[src/rtl/mc_cpu_pkg.sv]
// Shared types and encodings for the multi-cycle CPU control path: FSM
// states, instruction classes, opcode/func fields, ALU function codes and
// the operand/PC source select values.
package mc_cpu_pkg;

    // Byte increment the datapath applies to PC in IF (alusrcb = 01 selects it)
    localparam int unsigned PC_INC = 32'd4;

    typedef enum logic [2:0] {
        ST_IF  = 3'd0,
        ST_ID  = 3'd1,
        ST_EX  = 3'd2,
        ST_MEM = 3'd3,
        ST_WB  = 3'd4
    } state_t;

    typedef enum logic [3:0] {
        CL_R_ALU   = 4'd0,
        CL_SHIFT   = 4'd1,
        CL_I_ALU   = 4'd2,
        CL_LW      = 4'd3,
        CL_SW      = 4'd4,
        CL_BEQ     = 4'd5,
        CL_BNE     = 4'd6,
        CL_J       = 4'd7,
        CL_JAL     = 4'd8,
        CL_JR      = 4'd9,
        CL_ILLEGAL = 4'd10
    } iclass_t;

    // Opcodes (instr[31:26])
    localparam logic [5:0] OP_RTYPE = 6'b000000;
    localparam logic [5:0] OP_ADDI  = 6'b001000;
    localparam logic [5:0] OP_ANDI  = 6'b001100;
    localparam logic [5:0] OP_ORI   = 6'b001101;
    localparam logic [5:0] OP_XORI  = 6'b001110;
    localparam logic [5:0] OP_LUI   = 6'b001111;
    localparam logic [5:0] OP_LW    = 6'b100011;
    localparam logic [5:0] OP_SW    = 6'b101011;
    localparam logic [5:0] OP_BEQ   = 6'b000100;
    localparam logic [5:0] OP_BNE   = 6'b000101;
    localparam logic [5:0] OP_J     = 6'b000010;
    localparam logic [5:0] OP_JAL   = 6'b000011;

    // R-type function fields (instr[5:0])
    localparam logic [5:0] FN_ADD = 6'b100000;
    localparam logic [5:0] FN_SUB = 6'b100010;
    localparam logic [5:0] FN_AND = 6'b100100;
    localparam logic [5:0] FN_OR  = 6'b100101;
    localparam logic [5:0] FN_XOR = 6'b100110;
    localparam logic [5:0] FN_SLL = 6'b000000;
    localparam logic [5:0] FN_SRL = 6'b000010;
    localparam logic [5:0] FN_SRA = 6'b000011;
    localparam logic [5:0] FN_JR  = 6'b001000;
    localparam logic [5:0] FN_HAM = 6'b111000;

    // ALU function codes; don't-care bits are driven as 0
    localparam logic [3:0] ALUC_ADD = 4'b0000;
    localparam logic [3:0] ALUC_SUB = 4'b0100;
    localparam logic [3:0] ALUC_AND = 4'b0001;
    localparam logic [3:0] ALUC_OR  = 4'b0101;
    localparam logic [3:0] ALUC_XOR = 4'b0010;
    localparam logic [3:0] ALUC_LUI = 4'b0110;
    localparam logic [3:0] ALUC_SLL = 4'b0011;
    localparam logic [3:0] ALUC_SRL = 4'b0111;
    localparam logic [3:0] ALUC_SRA = 4'b1111;
    localparam logic [3:0] ALUC_HAM = 4'b1011;

    // ALU B operand selects
    localparam logic [1:0] SRCB_REG = 2'b00;
    localparam logic [1:0] SRCB_INC = 2'b01;
    localparam logic [1:0] SRCB_IMM = 2'b10;
    localparam logic [1:0] SRCB_BR  = 2'b11;

    // PC source selects
    localparam logic [1:0] PCS_ALU    = 2'b00;
    localparam logic [1:0] PCS_ALUOUT = 2'b01;
    localparam logic [1:0] PCS_JUMP   = 2'b10;
    localparam logic [1:0] PCS_REGA   = 2'b11;

endpackage

[src/rtl/mc_decoder.sv]
// Combinational instruction decoder: op/func -> instruction class, ALU
// function code, immediate extension mode and illegal flag.
// Optional build macro: HAMMING_EN (R-type func 111000 decodes as HAM).
module mc_decoder
    import mc_cpu_pkg::*;
(
    input  logic [5:0] op,
    input  logic [5:0] func,
    output iclass_t    iclass,
    output logic [3:0] aluc,
    output logic       sext,
    output logic       illegal
);

    // Classify the instruction and pick its ALU function and extension mode
    always_comb begin
        iclass = CL_ILLEGAL;
        aluc   = ALUC_ADD;
        sext   = 1'b0;
        case (op)
            OP_RTYPE: begin
                case (func)
                    FN_ADD: begin iclass = CL_R_ALU; aluc = ALUC_ADD; end
                    FN_SUB: begin iclass = CL_R_ALU; aluc = ALUC_SUB; end
                    FN_AND: begin iclass = CL_R_ALU; aluc = ALUC_AND; end
                    FN_OR:  begin iclass = CL_R_ALU; aluc = ALUC_OR;  end
                    FN_XOR: begin iclass = CL_R_ALU; aluc = ALUC_XOR; end
                    FN_SLL: begin iclass = CL_SHIFT; aluc = ALUC_SLL; end
                    FN_SRL: begin iclass = CL_SHIFT; aluc = ALUC_SRL; end
                    FN_SRA: begin iclass = CL_SHIFT; aluc = ALUC_SRA; end
                    FN_JR:  begin iclass = CL_JR;    aluc = ALUC_ADD; end
`ifdef HAMMING_EN
                    FN_HAM: begin iclass = CL_R_ALU; aluc = ALUC_HAM; end
`else
                    FN_HAM: begin iclass = CL_ILLEGAL; aluc = ALUC_ADD; end
`endif
                    default: begin iclass = CL_ILLEGAL; aluc = ALUC_ADD; end
                endcase
            end
            OP_ADDI: begin iclass = CL_I_ALU; aluc = ALUC_ADD; sext = 1'b1; end
            OP_ANDI: begin iclass = CL_I_ALU; aluc = ALUC_AND; sext = 1'b0; end
            OP_ORI:  begin iclass = CL_I_ALU; aluc = ALUC_OR;  sext = 1'b0; end
            OP_XORI: begin iclass = CL_I_ALU; aluc = ALUC_XOR; sext = 1'b0; end
            OP_LUI:  begin iclass = CL_I_ALU; aluc = ALUC_LUI; sext = 1'b0; end
            OP_LW:   begin iclass = CL_LW;    aluc = ALUC_ADD; sext = 1'b1; end
            OP_SW:   begin iclass = CL_SW;    aluc = ALUC_ADD; sext = 1'b1; end
            OP_BEQ:  begin iclass = CL_BEQ;   aluc = ALUC_SUB; sext = 1'b1; end
            OP_BNE:  begin iclass = CL_BNE;   aluc = ALUC_SUB; sext = 1'b1; end
            OP_J:    begin iclass = CL_J;     aluc = ALUC_ADD; end
            OP_JAL:  begin iclass = CL_JAL;   aluc = ALUC_ADD; end
            default: begin iclass = CL_ILLEGAL; aluc = ALUC_ADD; end
        endcase
    end

    assign illegal = (iclass == CL_ILLEGAL);

endmodule

[src/rtl/mc_control_unit.sv]
// Multi-cycle CPU controller: IF/ID/EX/MEM/WB sequencer driving the shared
// ALU selects, memory/register/PC strobes and the illegal-instruction pulse.
// Outputs are decoded from the state register; pc_wr in EX also follows z
// for conditional branches. Reset forces every output to 0 in that cycle,
// so an aborted instruction never completes a write.
// Optional build macro: HAMMING_EN (enables the HAM R-type instruction).
module mc_control_unit
    import mc_cpu_pkg::*;
(
    input  logic       clock,
    input  logic       reset,
    input  logic [5:0] op,
    input  logic [5:0] func,
    input  logic       z,
    output logic [3:0] aluc,
    output logic       alusrca,
    output logic       shift,
    output logic [1:0] alusrcb,
    output logic       sext,
    output logic       iord,
    output logic       ir_wr,
    output logic       mem_wr,
    output logic       reg_wr,
    output logic       regdst,
    output logic       jal,
    output logic       m2reg,
    output logic       pc_wr,
    output logic [1:0] pcsource,
    output logic       illegal
);

    state_t     state_r;
    state_t     next_state_s;
    iclass_t    dec_class_s;
    logic [3:0] dec_aluc_s;
    logic       dec_sext_s;
    logic       dec_illegal_s;

    mc_decoder u_decoder (
        .op      (op),
        .func    (func),
        .iclass  (dec_class_s),
        .aluc    (dec_aluc_s),
        .sext    (dec_sext_s),
        .illegal (dec_illegal_s)
    );

    // State register; reset restarts fetch
    always_ff @(posedge clock) begin
        if (reset) begin
            state_r <= ST_IF;
        end else begin
            state_r <= next_state_s;
        end
    end

    // Next-state and control outputs for the current state and class
    always_comb begin
        next_state_s = ST_IF;
        aluc     = ALUC_ADD;
        alusrca  = 1'b0;
        shift    = 1'b0;
        alusrcb  = SRCB_REG;
        sext     = 1'b0;
        iord     = 1'b0;
        ir_wr    = 1'b0;
        mem_wr   = 1'b0;
        reg_wr   = 1'b0;
        regdst   = 1'b0;
        jal      = 1'b0;
        m2reg    = 1'b0;
        pc_wr    = 1'b0;
        pcsource = PCS_ALU;
        illegal  = 1'b0;
        if (reset) begin
            next_state_s = ST_IF;
        end else begin
            case (state_r)
                ST_IF: begin
                    ir_wr        = 1'b1;
                    alusrcb      = SRCB_INC;
                    pc_wr        = 1'b1;
                    next_state_s = ST_ID;
                end
                ST_ID: begin
                    // Branch target precomputed into ALUOut
                    alusrcb = SRCB_BR;
                    sext    = 1'b1;
                    if (dec_illegal_s) begin
                        illegal      = 1'b1;
                        next_state_s = ST_IF;
                    end else begin
                        next_state_s = ST_EX;
                    end
                end
                ST_EX: begin
                    case (dec_class_s)
                        CL_R_ALU: begin
                            alusrca      = 1'b1;
                            aluc         = dec_aluc_s;
                            next_state_s = ST_WB;
                        end
                        CL_SHIFT: begin
                            alusrca      = 1'b1;
                            shift        = 1'b1;
                            aluc         = dec_aluc_s;
                            next_state_s = ST_WB;
                        end
                        CL_I_ALU: begin
                            alusrca      = 1'b1;
                            alusrcb      = SRCB_IMM;
                            sext         = dec_sext_s;
                            aluc         = dec_aluc_s;
                            next_state_s = ST_WB;
                        end
                        CL_LW, CL_SW: begin
                            alusrca      = 1'b1;
                            alusrcb      = SRCB_IMM;
                            sext         = 1'b1;
                            next_state_s = ST_MEM;
                        end
                        CL_BEQ: begin
                            alusrca      = 1'b1;
                            aluc         = ALUC_SUB;
                            pcsource     = PCS_ALUOUT;
                            pc_wr        = z;
                            next_state_s = ST_IF;
                        end
                        CL_BNE: begin
                            alusrca      = 1'b1;
                            aluc         = ALUC_SUB;
                            pcsource     = PCS_ALUOUT;
                            pc_wr        = ~z;
                            next_state_s = ST_IF;
                        end
                        CL_J: begin
                            pcsource     = PCS_JUMP;
                            pc_wr        = 1'b1;
                            next_state_s = ST_IF;
                        end
                        CL_JAL: begin
                            pcsource     = PCS_JUMP;
                            pc_wr        = 1'b1;
                            reg_wr       = 1'b1;
                            jal          = 1'b1;
                            next_state_s = ST_IF;
                        end
                        CL_JR: begin
                            pcsource     = PCS_REGA;
                            pc_wr        = 1'b1;
                            next_state_s = ST_IF;
                        end
                        default: begin
                            next_state_s = ST_IF;
                        end
                    endcase
                end
                ST_MEM: begin
                    iord = 1'b1;
                    case (dec_class_s)
                        CL_LW: begin
                            next_state_s = ST_WB;
                        end
                        CL_SW: begin
                            mem_wr       = 1'b1;
                            next_state_s = ST_IF;
                        end
                        default: begin
                            next_state_s = ST_IF;
                        end
                    endcase
                end
                ST_WB: begin
                    reg_wr       = 1'b1;
                    regdst       = (dec_class_s == CL_R_ALU) || (dec_class_s == CL_SHIFT);
                    m2reg        = (dec_class_s == CL_LW);
                    next_state_s = ST_IF;
                end
                default: begin
                    next_state_s = ST_IF;
                end
            endcase
        end
    end

endmodule

[config.mk]
export PLATFORM = sky130hd
export DESIGN_NAME = mc_control_unit
export DESIGN_NICKNAME = d
export VERILOG_FILES = /design/src/rtl/mc_cpu_pkg.sv /design/src/rtl/mc_decoder.sv /design/src/rtl/mc_control_unit.sv
export SDC_FILE = /design/constraint.sdc
export NUM_CORES = 1
export LEC_CHECK = 0
export CAP_MARGIN = 25
export CORE_MARGIN = 2
export CORE_UTILIZATION = 40
export CTS_BUF_LIST = sky130_fd_sc_hd__clkbuf_4
export CTS_CLUSTER_SIZE = 12
export DETAILED_ROUTE_END_ITERATION = 7
export PLACE_DENSITY = 0.86
export SYNTH_ARGS = -nofsm -noshare
export SYNTH_HDL_FRONTEND = slang
export SYNTH_SLANG_ARGS = --single-unit
export TNS_END_PERCENT = 20
[constraint.sdc]
create_clock -name clock -period 4.7 [get_ports clock]
set_clock_uncertainty 0.1 [all_clocks]
set_input_delay 0.94 -clock clock [delete_from_list [all_inputs] [get_ports clock]]
set_output_delay 0.94 -clock clock [all_outputs]
set_load 0.01 [all_outputs]
==> flow_summary.toml, run 1 <==
[outcome]
status = "finished clean"

[floorplan]
std_cell_rows = 16
initial_core_util_pct = 42.7
die_h_um = 50.0
die_w_um = 50.0
io_pins = 35
coreArea_um2 = 1980
die_area_um2 = 2500

[finish]
antenna_cells = 0
largest_reg_flops = 3
final_common_cell = "clkdlybuf4s50_1"
final_cell_mix = "clkdlybuf4s50_1, nor2_1, buf_4, nand2_1, a21oi_1"
drive_gt1_share_pct = 12.9
regMostFlops = "state_r"
fin_nets = 186
syn_to_final_growth_pct = 50.8
largest_registers = "state_r x3"

[timing]
worstMarginPinSlew_ps = 465
setup_ws_ps = 133
slew_headroom_pct = 68.8
min_period_ps = 4570
period_share_pct = 97.2
fmax_mhz = 219
setup-tns-final_ps = 0
grt_setup_unrepaired = "no"
drv_slew = 0
setup_viol = 0
hold_viol = 0
holdWs_ps = 483

[placement]
globalplace.congestion = 0.921
hpwl_mm = 2.07
port-buffer-count = 34
dp_slack_ps = 130

[route]
first_iter_violations = 27
viasPerCell = 5.93
drtAntennaViolNets = 0
routedWlPerCell_um = 13.8
dr_total_vias = 1168
wl_mm = 2.72
drc_errors = 0
drt_pass1_iterations = 4

[worst_setup_path]
startpoint_type = "input pin"
cp.depth = 7
cp_cell_sequence = "clkdlybuf4s50_1 -> or3_4 -> or4_4 -> o32ai_4 -> nand3_1 -> o31ai_1 -> clkdlybuf4s50_1"
slowest_stage = "clkdlybuf4s50_1"
rr_worst_depth = 4
cp.arrival_ps = 3530
critPathRequiredTime_ps = 3660
startpoint = "op[5]"
path_max_fanout = 4
critPathKind = "input pin to output port"
reg2reg_from = "state_r[0]"
crit_family = "simple AND/OR/NAND/NOR gates"
cpPeakStageDelay_ps = 570
cp_num_buf_inv = 2
cpMostUsedCell = "clkdlybuf4s50_1"
cp-end-kind = "output port"

[synthesis]
ys_ff_latch = 3
ys_seq_area_share_pct = 7.09
syn_area_per_cell_um2 = 6.42
synth_cells = 132
syn_area_um2 = 847
synth-main-ff-cell = "dfxtp_1"
synth_cell_types = 47
async_flop_share_pct = 0
synth_nets = 147
ys_warn_count = 0
synth_edf_count = 0

[min_path]
worst_hold_path_type = "flop to flop"
whs_path_depth = 2
min_from = "state_r[0]"

[global_routing]
grt_pass1_vias = 1051
antenna_found_initial = 0
grt_pass1_wl_mm = 4.70
grt_use_total_pct = 23.7
grt_max_degree = 21
grt_overflow_total = 0

[cts]
cts_tree = "done"
cts_sinks = 3
cts_setup_buffers = 0
cts_buffers = 3
cts-root-buf = "clkbuf_4"
cts_buffer_depth = 2
path_clk_slew_ps = 40
cts_hold_buf = 0
cts_max_level = 1
cts_resized = 0
clock_insertion_delay_worst_skew_ps = 240

[power_and_ir_drop]
finalPower_w = 0.000157
power_leakage_nw = 0.435
ir_drop_mv = 0.0914
powerDensity_nw_per_um2 = 123

[run]
maxCapViolCount = 0
layout make-up:
| class | instances | area, um2 |
|---|---|---|
| sequential | 3 | 60.1 |
| multi-input combinational | 115 | 723 |
| inverter | 4 | 15.0 |
| tap | 27 | 33.8 |
| clock buffer | 4 | 30.0 |
| timing repair buffer | 44 | 415 |
| fill | 177 | 704 |
stage by stage:
step	instances	area (um2)	utilization, %
finish	197	1280	64.5
global route	197	1280	64.5
CTS	197	1280	64.5
detailed placement	193	1250	62.9
global placement	193	1250	62.9
floorplan	132	847	-
worst paths after layout:
| kind | endpoint | slack, ps |
|---|---|---|
| hold / removal | state_r[2] | 480 |
| setup / recovery | sext | 130 |
| setup reg to reg | state_r[1] | 3230 |
| hold reg to reg | state_r[2] | 480 |
routing by layer:
layer  GRT usage (%)  vias to the layer above  part of all wire (%)
li1                -                      570                     -
met1            30.6                      536                    46
met4            6.48                        0                  0.22
met3            4.55                        2                   6.5
met2            39.5                       60                    48
met5               0                        -                     0
synth_stat cells, types with 2 or more instances:
cell type,count,area share [%]
nor2_1,17,7.5
a21oi_1,9,5.3
nand2_1,9,4.0
nor3_1,8,4.7
clkbuf_1,6,2.7
nand3_1,6,3.5
nor2b_1,6,4.4
nand2b_1,5,3.7
a31oi_1,4,3.0
inv_1,4,1.8
nor3b_1,4,3.5
nor4_1,4,3.0
buf_2,3,1.8
dfxtp_1,3,7.1
o21ai_0,3,1.8
a2111oi_0,2,2.1
a211oi_1,2,1.8
and3_1,2,1.5
o211ai_1,2,1.8
o22a_1,2,2.1
o31ai_1,2,1.8
or2_2,2,1.5
or3b_2,2,2.1
xnor2_1,2,2.1
kinds of logic (layout without fill, tap and decap cells):
kind of cell | count (synthesis) | in the layout | share of synthesized area [%]
flip-flops | 3 | 3 | 7.09
XOR/XNOR | 3 | 3 | 3.10
buffers and inverters | 14 | 52 | 7.53
AO/OA/AOI/OAI | 36 | 36 | 31.9
AND/OR/NAND/NOR | 76 | 76 | 50.4
where the power goes:
| group | switching, W | leakage (nW) | internal [W] |
|---|---|---|---|
| Combinational | 0.0000372 | 0.392 | 0.0000378 |
| Clock | 0.0000146 | 0.0184 | 0.0000376 |
| Sequential | 0.00000266 | 0.0245 | 0.0000268 |
| Total | 0.0000544 | 0.435 | 0.000102 |
worst register-to-register path, delay by kind of cell (launching register included):
kind	cells	cell delay [ps]
and+or+nand+nor	3	820
DFF	1	380
AOI/OAI and AO/OA	1	110
Note: power is estimated with default switching activity, not from simulation.
==> inputs of run 2 (changes only) <==
CAP_MARGIN = 20   (was 25)
==> results of run 2 <==
Same layout as run 1: the final DEF is identical, and so are final timing and power.
==> inputs of run 3 (changes only) <==
GPL_ROUTABILITY_DRIVEN = 0   (was not set)
clock period = 4.8 ns   (was 4.7 ns; I/O delays follow)
==> run 3 against run 2 <==
  * Worst hold slack better by 6.7 ps
  * Critical path depth up 2
  * Critical path type unchanged
  * Count of clock-buffer cells in the layout is the same
  * Global-route usage decreased by 1.4 points
  * Combinational power is 3.1% lower
==> flow_summary.toml, run 3 (synthesis gave the netlist of run 1 again) <==
[finish]
regMostFlops = "state_r"
largest_registers = "state_r x3"
largest_reg_flops = 3
syn_to_final_growth_pct = 49.2
fin_nets = 184
final_cell_mix = "clkdlybuf4s50_1, nor2_1, nand2_1, a21oi_1"
stdcell_count = 195
final_common_cell = "clkdlybuf4s50_1"
antenna_cells = 0
drive_gt1_share_pct = 11.9
final_area_um2 = 1260

[global_routing]
grt-busiest-layer = "met2"
grt_pass1_vias = 1067
use_met2_pct = 38.8
grt_overflow_total = 0
grt_pass1_wl_mm = 4.46
grt_max_degree = 21
use_met3_pct = 4.55
use_met1_pct = 27.9
antenna_found_initial = 0
grt_use_total_pct = 22.2

[timing]
worstMarginPinSlew_ps = 433
fmax_mhz = 214
hold_viol = 0
slew_headroom_pct = 71.0
period_share_pct = 97.4
setup_viol = 0
min_period_ps = 4680
drv_slew = 0
grt_setup_unrepaired = "yes"
setup-tns-final_ps = 0

[floorplan]
die_w_um = 50.0
initial_core_util_pct = 42.7
die_area_um2 = 2500
coreArea_um2 = 1980
std_cell_rows = 16
io_pins = 35
die_h_um = 50.0

[worst_setup_path]
critPathRequiredTime_ps = 3740
path_max_fanout = 10
critPathKind = "input pin to output port"
cp.arrival_ps = 3620
cp-end-kind = "output port"
startpoint_type = "input pin"

[power_and_ir_drop]
swShare_pct = 34.7
finalPower_w = 0.000152
combPwrFrac_pct = 47.8
internal_power_w = 0.0000993
powerDensity_nw_per_um2 = 120
ir_drop_mv = 0.117
power_leakage_nw = 0.426
clockPowerShare_pct = 33.1
p_seq_share_pct = 19.0
p_sw_w = 0.0000527

[cts]
cts_buffers = 3
cts_setup_buffers = 0
path_clk_slew_ps = 40
cts_hold_buf = 0
cts_sinks = 3
clock_insertion_delay_worst_skew_ps = 230
cts_resized = 0
cts_max_level = 1
cts_tree = "done"
cts_buffer_depth = 2
cts-root-buf = "clkbuf_4"

[route]
wl_mm = 2.72
dr_total_vias = 1153
drtAntennaViolNets = 0
first_iter_violations = 37
drc_errors = 0
routedWlPerCell_um = 13.9
drt_pass1_iterations = 4
viasPerCell = 5.91

[placement]
dpl_cell_area_um2 = 1230
port-buffer-count = 34
dp_cells = 191
hpwl_mm = 2.11

[run]
maxCapViolCount = 0

[min_path]
worst_hold_path_type = "flop to flop"

[outcome]
status = "finished clean"
-- run 3: changes by cell type in the layout (fill, tap and decap cells not counted), sizes merged --
cell	before	now
buf	10	8
-- run 3: critical path, stage by stage --
cell	delay (ps)
clkdlybuf4s50_1	640
buf_4	220
nand3b_1	90
a2111oi_1	410
buf_4	200
o32ai_4	110
a32oi_1	280
o31a_1	180
clkdlybuf4s50_1	530
-- run 3: per-layer routing --
metal	share of wire, %	vias to the layer above
met1	42	523
met5	0	-
met3	9.2	0
met2	49	63
met4	0	0
li1	-	567
-- run 3: through the flow --
step | hold slack (ps) | setup slack [ps] | utilization (%)
final | 490 | 123 | 63.8
after global routing | 545 | -53.7 | 63.8
after CTS | 483 | 54.6 | 63.7
after detailed placement | 475 | 52.6 | 62.2
after global placement | 477 | 140 | 62.2
after floorplan | 475 | 929 | -
-- run 3: area by class of cell --
cell class	instances	area, um2
Sequential cell	3	60.1
Clock buffer	4	30.0
Tap cell	27	33.8
Multi-Input combinational cell	115	724
Timing Repair Buffer	42	400
Fill cell	171	718
Inverter	4	15.0
-- run 3: power by group through the flow --
stage / clock, W / sequential, W / combinational, W
after floorplan: 0 / 0.0000269 / 0.0000410
after global placement: 0 / 0.0000291 / 0.0000691
after detailed placement: 0 / 0.0000291 / 0.0000714
after CTS: 0.0000520 / 0.0000287 / 0.0000718
after global routing: 0.0000563 / 0.0000290 / 0.0000789
final: 0.0000504 / 0.0000289 / 0.0000727
-- run 3: final timing paths --
path         startpoint          to  slack (ps)  cells after the start
max reg2reg  state_r[0]  state_r[1]        3370                      4
max               op[1]       pc_wr         120                      9
min reg2reg  state_r[0]  state_r[2]         490                      2
min          state_r[0]  state_r[2]         490                      2
